<file path="src/rtl/microwave_ctrl.sv">
// Microwave oven sequencer: keypad MM:SS entry, timer start/pause/stop pulses,
// magnetron/lamp/beeper drive with a door interlock on heating.
module microwave_ctrl #(
    parameter int BEEP_CYCLES = 100_000_000,
    parameter int QUICK_SEC   = 30
) (
    input  logic       clock,
    input  logic       reset,
    input  logic       key_valid,
    input  logic [3:0] key_code,
    input  logic       door_open,
    input  logic       timer_done,
    output logic [6:0] tmr_min,
    output logic [6:0] tmr_sec,
    output logic       tmr_start,
    output logic       tmr_pause,
    output logic       tmr_stop,
    output logic       magnetron_on,
    output logic       lamp_on,
    output logic       beep,
    output logic [2:0] state
);

    typedef enum logic [2:0] {
        S_IDLE   = 3'd0,
        S_ENTRY  = 3'd1,
        S_COOK   = 3'd2,
        S_PAUSED = 3'd3,
        S_DONE   = 3'd4
    } state_t;

    localparam logic [15:0] QUICK_BUF = {8'h00, 4'(QUICK_SEC / 10), 4'(QUICK_SEC % 10)};
    localparam logic [26:0] BEEP_LAST = 27'(BEEP_CYCLES - 1);

    state_t      state_r;
    state_t      nxt_state_s;
    logic [15:0] buf_r;
    logic [15:0] nxt_buf_s;
    logic [26:0] beep_cnt_r;
    logic [26:0] nxt_cnt_s;
    logic        start_s;
    logic        pause_s;
    logic        stop_s;
    logic        is_digit_s;
    logic        is_start_s;
    logic        is_pause_s;
    logic        is_clear_s;

    function automatic logic [6:0] bcd2bin(input logic [3:0] hi, input logic [3:0] lo);
        return 7'(hi) * 7'd10 + 7'(lo);
    endfunction

    function automatic logic [6:0] sec_clip(input logic [6:0] sec);
        return (sec > 7'd59) ? 7'd59 : sec;
    endfunction

    assign is_digit_s = key_valid && (key_code <= 4'd9);
    assign is_start_s = key_valid && (key_code == 4'hA);
    assign is_pause_s = key_valid && (key_code == 4'hB);
    assign is_clear_s = key_valid && (key_code == 4'hC);

    // Next-state, digit buffer and pulse decode; CLEAR > timer_done > door > START/PAUSE
    always_comb begin
        nxt_state_s = state_r;
        nxt_buf_s   = buf_r;
        nxt_cnt_s   = beep_cnt_r;
        start_s     = 1'b0;
        pause_s     = 1'b0;
        stop_s      = 1'b0;
        case (state_r)
            S_IDLE: begin
                if (is_digit_s) begin
                    nxt_buf_s   = {12'h000, key_code};
                    nxt_state_s = S_ENTRY;
                end else if (is_start_s && !door_open) begin
                    nxt_buf_s   = QUICK_BUF;
                    start_s     = 1'b1;
                    nxt_state_s = S_COOK;
                end else begin
                    nxt_state_s = S_IDLE;
                end
            end
            S_ENTRY: begin
                if (is_clear_s) begin
                    nxt_buf_s   = 16'h0000;
                    nxt_state_s = S_IDLE;
                end else if (is_digit_s) begin
                    nxt_buf_s = {buf_r[11:0], key_code};
                end else if (is_start_s && !door_open && (buf_r != 16'h0000)) begin
                    start_s     = 1'b1;
                    nxt_state_s = S_COOK;
                end else begin
                    nxt_state_s = S_ENTRY;
                end
            end
            S_COOK: begin
                if (is_clear_s) begin
                    stop_s      = 1'b1;
                    nxt_buf_s   = 16'h0000;
                    nxt_state_s = S_IDLE;
                end else if (timer_done) begin
                    nxt_cnt_s   = 27'd0;
                    nxt_state_s = S_DONE;
                end else if (door_open || is_pause_s) begin
                    pause_s     = 1'b1;
                    nxt_state_s = S_PAUSED;
                end else begin
                    nxt_state_s = S_COOK;
                end
            end
            S_PAUSED: begin
                if (is_clear_s) begin
                    stop_s      = 1'b1;
                    nxt_buf_s   = 16'h0000;
                    nxt_state_s = S_IDLE;
                end else if (is_start_s && !door_open) begin
                    start_s     = 1'b1;
                    nxt_state_s = S_COOK;
                end else begin
                    nxt_state_s = S_PAUSED;
                end
            end
            S_DONE: begin
                if (key_valid || (beep_cnt_r == BEEP_LAST)) begin
                    nxt_buf_s   = 16'h0000;
                    nxt_state_s = S_IDLE;
                end else begin
                    nxt_cnt_s = beep_cnt_r + 27'd1;
                end
            end
            default: begin
                nxt_state_s = S_IDLE;
            end
        endcase
    end

    // State, buffer and all registered outputs
    always_ff @(posedge clock or negedge reset) begin
        if (!reset) begin
            state_r      <= S_IDLE;
            buf_r        <= 16'h0000;
            beep_cnt_r   <= 27'd0;
            tmr_min      <= 7'd0;
            tmr_sec      <= 7'd0;
            tmr_start    <= 1'b0;
            tmr_pause    <= 1'b0;
            tmr_stop     <= 1'b0;
            magnetron_on <= 1'b0;
            lamp_on      <= 1'b0;
            beep         <= 1'b0;
        end else begin
            state_r      <= nxt_state_s;
            buf_r        <= nxt_buf_s;
            beep_cnt_r   <= nxt_cnt_s;
            tmr_min      <= bcd2bin(nxt_buf_s[15:12], nxt_buf_s[11:8]);
            tmr_sec      <= sec_clip(bcd2bin(nxt_buf_s[7:4], nxt_buf_s[3:0]));
            tmr_start    <= start_s;
            tmr_pause    <= pause_s;
            tmr_stop     <= stop_s;
            magnetron_on <= (nxt_state_s == S_COOK);
            lamp_on      <= (nxt_state_s == S_COOK) || (nxt_state_s == S_PAUSED) || door_open;
            beep         <= (nxt_state_s == S_DONE);
        end
    end

    assign state = state_r;

endmodule

</file>
<file path="config.mk">
export PLATFORM = sky130hd
export DESIGN_NAME = microwave_ctrl
export DESIGN_NICKNAME = d
export VERILOG_FILES = /design/src/rtl/microwave_ctrl.sv
export SDC_FILE = /design/constraint.sdc
export NUM_CORES = 1
export LEC_CHECK = 0
export BUFFER_PORTS_ARGS = -buffer_cell sky130_fd_sc_hd__buf_2
export CAP_MARGIN = 25
export CORE_MARGIN = 10
export CORE_UTILIZATION = 45
export CTS_CLUSTER_DIAMETER = 80
export CTS_CLUSTER_SIZE = 25
export DETAILED_ROUTE_END_ITERATION = 7
export PLACE_DENSITY = 0.72
export SLEW_MARGIN = 20
export SYNTH_ARGS = -nofsm -noshare
export SYNTH_HDL_FRONTEND = slang
export SYNTH_SLANG_ARGS = --single-unit
</file>
<file path="constraint.sdc">
create_clock -name clock -period 6.6 [get_ports clock]
set_input_delay 0.33 -clock clock [delete_from_list [all_inputs] [get_ports clock]]
set_output_delay 0.33 -clock clock [all_outputs]
set_load 0.1 [all_outputs]
</file>
==> results_dict.tcl, run 1 <==
set metrics [dict create \
    detail_route.wl_per_cell_um 15.25 \
    min_period_over_period 0.7307 \
    powerDensity_nw_per_um2 449.2 \
    postCtsSetupRepairBufs 0 \
    fp.dieW_um 107.8 \
    ir_worst_vdd_v 0.0004220 \
    clock_skew_ns 0.005220 \
    io_buffers 31 \
    synth_edf_count 0 \
    finalHoldViolations 0 \
    wl_mm 7.429 \
    wl_met3_um 342 \
    drtPass1Iterations 4 \
    finish.utilization 0.5370 \
    drv_cap 0 \
    relSlewSlack 0.4406 \
    synthCells 348 \
    worst-r2r-setup-slack_ns 1.78 \
    clk_path_buf_depth 2 \
    dpl.hpwl_mm 5.399 \
    critPathKind "reg2reg" \
    cts.clk_slew.worst_paths_ns 0.07 \
    clock-root-buffer "clkbuf_8" \
    grt_pass1_vias 2678 \
    syn_nets 374 \
    synthArstFlopShare 1.000 \
    outcome "completed" \
    seq_area_um2 1627 \
    synthFlopType "dfrtp_1" \
    seq_area_frac_synth 0.4690 \
    synthDistinctLibCells 53 \
    drc 0 \
    antenna_found_initial 0 \
    overflow 0 \
    m1WireLength_mm 3.378 \
    grt_max_degree 66 \
    grt_usage 0.1382 \
    synth_area_um2 3468 \
    htreeDepth 3 \
    p_leak_nw 1.886 \
    crit_path_start_kind "flop" \
    drt_iter0_markers 135 \
    gp_congestion 0.8440 \
    path_max_fanout 15 \
    fill_cells 697 \
    fin_tns_setup_ns 0 \
    hold_path.class "in2async" \
    met2_wirelength_mm 3.569 \
    rsz0062_at_grt "no" \
    tightest_slew_ns 0.8179 \
    fin_crit_ns 4.823 \
    fmax_mhz 207.3 \
    ys_seq_elements 65 \
    post_cts_resized 0 \
    layout_commonest_cell "dfrtp_1" \
    avgSynthCellArea_um2 9.966 \
    multiInputGateArea_um2 1762 \
    grt_pass1_wl_mm 12.93 \
    whs_ns 0.1550 \
    io_pins 32 \
    die_height_um 107.8 \
    rows 31 \
    clock_latency_ns 0.34 \
    synthToLayoutAreaGrowth_pct 14.11 \
    endpoint_kind "flop" \
    antenna_left 0 \
    diodes 0 \
    drive_gt1_frac 0.1521 \
    ys_warn_count 0 \
    report.final.slew_viol_count 0 \
    nNetsFinal 409 \
    cts_num_sinks 65 \
    cts_tree "yes" \
    cts_buffers 9 \
    layout_common_cells "65 x dfrtp_1, 39 x nand2_1, 38 x nor2_1" \
    core_region_area_um2 7370 \
    start_util 0.4706 \
    highest_layer "met4" \
    die_area_um2 11620 \
    cp_data_required_time_ns 6.88 \
    vias 2714 \
    critical_path_arrival_ns 5.11 \
    via_per_inst 5.573 \
    setup_viol 0 \
    holdBufCountCts 0 \
]
==> area by class of cell <==
class,instances,area share
sequential,65,0.4110
multi-input combinational,263,0.4451
inverter,8,0.007588
timing repair buffer,36,0.04774
clock buffer,15,0.04964
tap,99,0.03130
clock inverter,1,0.007588
==> logic make-up after synthesis <==
kind of cell,Yosys count,synth area share
AND/OR/NAND/NOR,160,0.2363
flip-flops,65,0.4690
AO/OA/AOI/OAI,54,0.1198
XOR/XNOR,29,0.07323
buffers and inverters,20,0.02489
adder cells (fa/ha/maj),17,0.06999
multiplexers,2,0.005772
other,1,0.001081
==> synth_stat cells, types with 3 or more instances <==
cell	instances	share of area
nand2_1	39	0.042
nor3_1	12	0.017
nor4b_1	4	0.010
nor2b_1	5	0.0090
inv_1	8	0.0087
nand3_1	13	0.019
clkbuf_1	10	0.011
o21ai_0	7	0.010
ha_1	13	0.047
o21ai_1	3	0.0043
or4_1	3	0.0065
nor4_1	10	0.018
and2_1	4	0.0072
a21oi_1	5	0.0072
a221o_1	3	0.0087
xnor2_1	16	0.040
nand4_1	12	0.022
nor2_1	38	0.041
a22o_1	11	0.028
or3_1	3	0.0054
fa_1	4	0.023
o211ai_1	5	0.011
or2_2	4	0.0072
a21o_1	4	0.0087
xor2_1	13	0.033
dfrtp_1	65	0.47
and4_1	3	0.0076
==> state kept, by name, indices dropped and copies added, names as in the netlist, 3 cells and up, named ones only <==
register,cells
beep_cnt_r,27
buf_r,15
tmr_sec,7
state,3
tmr_min,6
==> worst max-delay path: stages, from the launching register on <==
cell	delay, ns
dfrtp_1	0.41
or4b_1	0.52
or4_4	0.53
o31a_1	0.50
or2_1	0.34
a31o_1	0.24
a221o_1	0.36
ha_1	0.29
ha_1	0.21
fa_1	0.52
nand2_1	0.06
nor2_1	0.11
xnor2_1	0.09
xnor2_1	0.38
and2_1	0.19
==> layer usage <==
layer  vias to the layer above  global-route usage
li1                       1332                   -
met2                        48              0.2173
met3                        11             0.02695
met1                      1323              0.1753
met4                         0             0.07252
met5                         -                   0
==> through the flow <==
stage | cells | worst slack [ns] | power (mW) | instance area [µm²]
after floorplan | 348 | 2.278 | 1.254 | 3468
after global placement | 469 | 1.920 | 1.400 | 3720
after detailed placement | 471 | 1.777 | 1.418 | 3731
after CTS | 487 | 1.763 | 1.795 | 3958
after global routing | 487 | 1.569 | 1.897 | 3958
final | 487 | 1.777 | 1.778 | 3958
==> where the power goes <==
group | internal, mW | switching (mW) | total (mW)
registers | 0.490 | 0.0845 | 0.574
clock network | 0.226 | 0.145 | 0.371
logic | 0.241 | 0.592 | 0.832
==> final timing paths <==
| kind | startpoint | endpoint | cells after the start |
|---|---|---|---|
| hold / removal | reset | state[0]$_DFF_PN0_ | 2 |
| setup / recovery | beep_cnt_r[8]$_DFFE_PN0P_ | tmr_sec[2]$_DFF_PN0_ | 14 |
| hold reg to reg | beep_cnt_r[17]$_DFFE_PN0P_ | beep_cnt_r[17]$_DFFE_PN0P_ | 1 |
| min in group clock | door_open | lamp_on$_DFF_PN0_ | 2 |
| setup reg to reg | beep_cnt_r[8]$_DFFE_PN0P_ | tmr_sec[2]$_DFF_PN0_ | 14 |
| max in group asynchronous | reset | buf_r[9]$_DFF_PN0_ | 2 |
Power figures use the tool's default switching activity.
==> run 2: changes to the inputs <==
==> constraint.sdc (replaced) <==
create_clock -name clock -period 4.5 [get_ports clock]
set_input_delay 0.225 -clock clock [delete_from_list [all_inputs] [get_ports clock]]
set_output_delay 0.225 -clock clock [all_outputs]
set_load 0.1 [all_outputs]
==> run 2 against run 1 <==
  * Count of clock-buffer cells in the layout down 2
  * Clock skew is 0.00097 ns higher
  * Critical path depth did not move
  * Total power increased by 47%
  * Flip-flop and latch count did not move
  * Largest cell class unchanged
==> results_dict.tcl, run 2 (synthesized netlist as in run 1, its figures left out) <==
set metrics [dict create \
    path_max_fanout 6 \
    hold_path.class "in2async" \
    crit_start "beep_cnt_r[10]$_DFFE_PN0P_" \
    critPathTopFamily "simple AND/OR/NAND/NOR gates" \
    cts_num_sinks 65 \
    antenna_left 0 \
    outcome "completed" \
    via_per_inst 5.712 \
    clock-root-buffer "clkbuf_8" \
    synthToLayoutAreaGrowth_pct 16.45 \
    grt_usage 0.1386 \
    finalHoldViolations 0 \
    cts.clk_slew.worst_paths_ns 0.07 \
    setup_viol 0 \
    drive_gt1_frac 0.1889 \
    clock_skew_ns 0.006185 \
    fin_crit_ns 4.436 \
    die_area_um2 11620 \
    min_period_over_period 0.9859 \
    gp_congestion 0.8638 \
    core_region_area_um2 7370 \
    drv_cap 0 \
    nNetsFinal 418 \
    io_buffers 31 \
    critical_path_arrival_ns 4.71 \
    powerDensity_nw_per_um2 648.8 \
    clock_latency_ns 0.34 \
    slowest_stage "or4_1" \
    holdBufCountCts 0 \
    endpoint_kind "flop" \
    fin_tns_setup_ns 0 \
    cts_buffers 9 \
    max_stage_delay_ns 0.53 \
    p_leak_nw 1.928 \
    fin_cells 496 \
    fp.dieW_um 107.8 \
    vias 2833 \
    report.final.slew_viol_count 0 \
    io_pins 32 \
    fmax_mhz 225.4 \
    layout_commonest_cell "dfrtp_1" \
    drtPass1Iterations 4 \
    htreeDepth 3 \
    ir_worst_vdd_v 0.0006535 \
    layout_common_cells "65 x dfrtp_1, 39 x nand2_1, 36 x nor2_1" \
    grt_max_degree 66 \
    cts_tree "yes" \
    grt_pass1_wl_mm 13.18 \
    overflow 0 \
    crit_path_start_kind "flop" \
    dpl.hpwl_mm 5.442 \
    cp_common_cell "xnor2_2" \
    tightest_slew_ns 0.8203 \
    cp_data_required_time_ns 4.77 \
    grt_pass1_vias 2774 \
    die_height_um 107.8 \
    drc 0 \
    place_inst 476 \
    drt_iter0_markers 196 \
    diodes 0 \
    crit_chain "or4_1 -> or4_4 -> o31a_1 -> or2_4 -> a31o_4 -> a221o_1 -> ha_1 -> ha_2 -> fa_1 -> nand2_1 -> nor2_2 -> xnor2_2 -> xnor2_2 -> and2_1" \
    top_register "beep_cnt_r" \
    wl_mm 7.719 \
    antenna_found_initial 0 \
    clk_path_buf_depth 2 \
    critPathKind "reg2reg" \
    critPathBufInv 0 \
    reg_top3 "beep_cnt_r (27), buf_r (15), tmr_sec (7)" \
    largest_reg_flops 27 \
    detail_route.wl_per_cell_um 15.56 \
    fill_cells 650 \
    rows 31 \
    r2r_start "beep_cnt_r[10]$_DFFE_PN0P_" \
    relSlewSlack 0.4531 \
    start_util 0.4706 \
]
-- run 2: metrics by stage --
stage,power [mW],instance area [µm²],hold slack [ns],setup WS [ns],utilization
after floorplan,1.839,3468,-0.07059,0.1775,-
after global placement,2.066,3772,0.4422,0.08682,0.5119
after detailed placement,2.093,3772,0.4513,-0.01800,0.5119
after CTS,2.590,3969,0.09817,0.08568,0.5385
after global routing,2.789,4039,0.1123,-0.07602,0.5480
final,2.621,4039,0.05030,0.06354,0.5480
-- run 2: area by class of cell --
| type | count | area, µm² | share of cell area |
|---|---|---|---|
| Sequential cell | 65 | 1627 | 0.4027 |
| Tap cell | 99 | 123.9 | 0.03067 |
| Clock buffer | 13 | 148.9 | 0.03687 |
| Timing Repair Buffer | 45 | 260.3 | 0.06444 |
| Inverter | 8 | 30.03 | 0.007435 |
| Multi-Input combinational cell | 263 | 1809 | 0.4480 |
| Clock inverter | 3 | 40.04 | 0.009913 |
-- run 2: per-layer routing --
layer | share of wire | up-vias | global-route usage
li1 | - | 1346 | -
met1 | 0.43 | 1397 | 0.1798
met2 | 0.50 | 77 | 0.2181
met3 | 0.054 | 13 | 0.02754
met4 | 0.017 | 0 | 0.06107
met5 | 0 | - | 0
-- run 2: worst paths after layout --
path	endpoint	slack [ns]	cells past startpoint
hold / removal	beep_cnt_r[22]$_DFFE_PN0P_	0.05	2
min in group clock	lamp_on$_DFF_PN0_	0.11	2
max in group asynchronous	buf_r[0]$_DFF_PN0_	3.90	2
setup reg to reg	tmr_sec[2]$_DFF_PN0_	0.06	14
hold reg to reg	beep_cnt_r[17]$_DFFE_PN0P_	0.51	1
setup / recovery	tmr_sec[2]$_DFF_PN0_	0.06	14
-- run 2: worst register-to-register path, stage by stage (launching register included) --
cell and delay, ns:
dfrtp_1 0.39, or4_1 0.53, or4_4 0.53, o31a_1 0.27, or2_4 0.27, a31o_4 0.22
a221o_1 0.37, ha_1 0.30, ha_2 0.20, fa_1 0.52, nand2_1 0.08, nor2_2 0.16
xnor2_2 0.09, xnor2_2 0.27, and2_1 0.17
-- run 2: repair_timing --
item | in CTS | in global routing
hold endpoints to repair | 0 | 0
endpoints found under the setup margin | 2 | 6
buffers inserted | 0 | 4
resized for setup | 1 | 7
pin swaps | 0 | 7
gates cloned | 0 | 0
-- run 2: power breakdown --
group / internal (mW) / total [mW] / switching, mW
Combinational: 0.395 / 1.30 / 0.907
Clock: 0.270 / 0.481 / 0.211
Sequential: 0.719 / 0.837 / 0.119
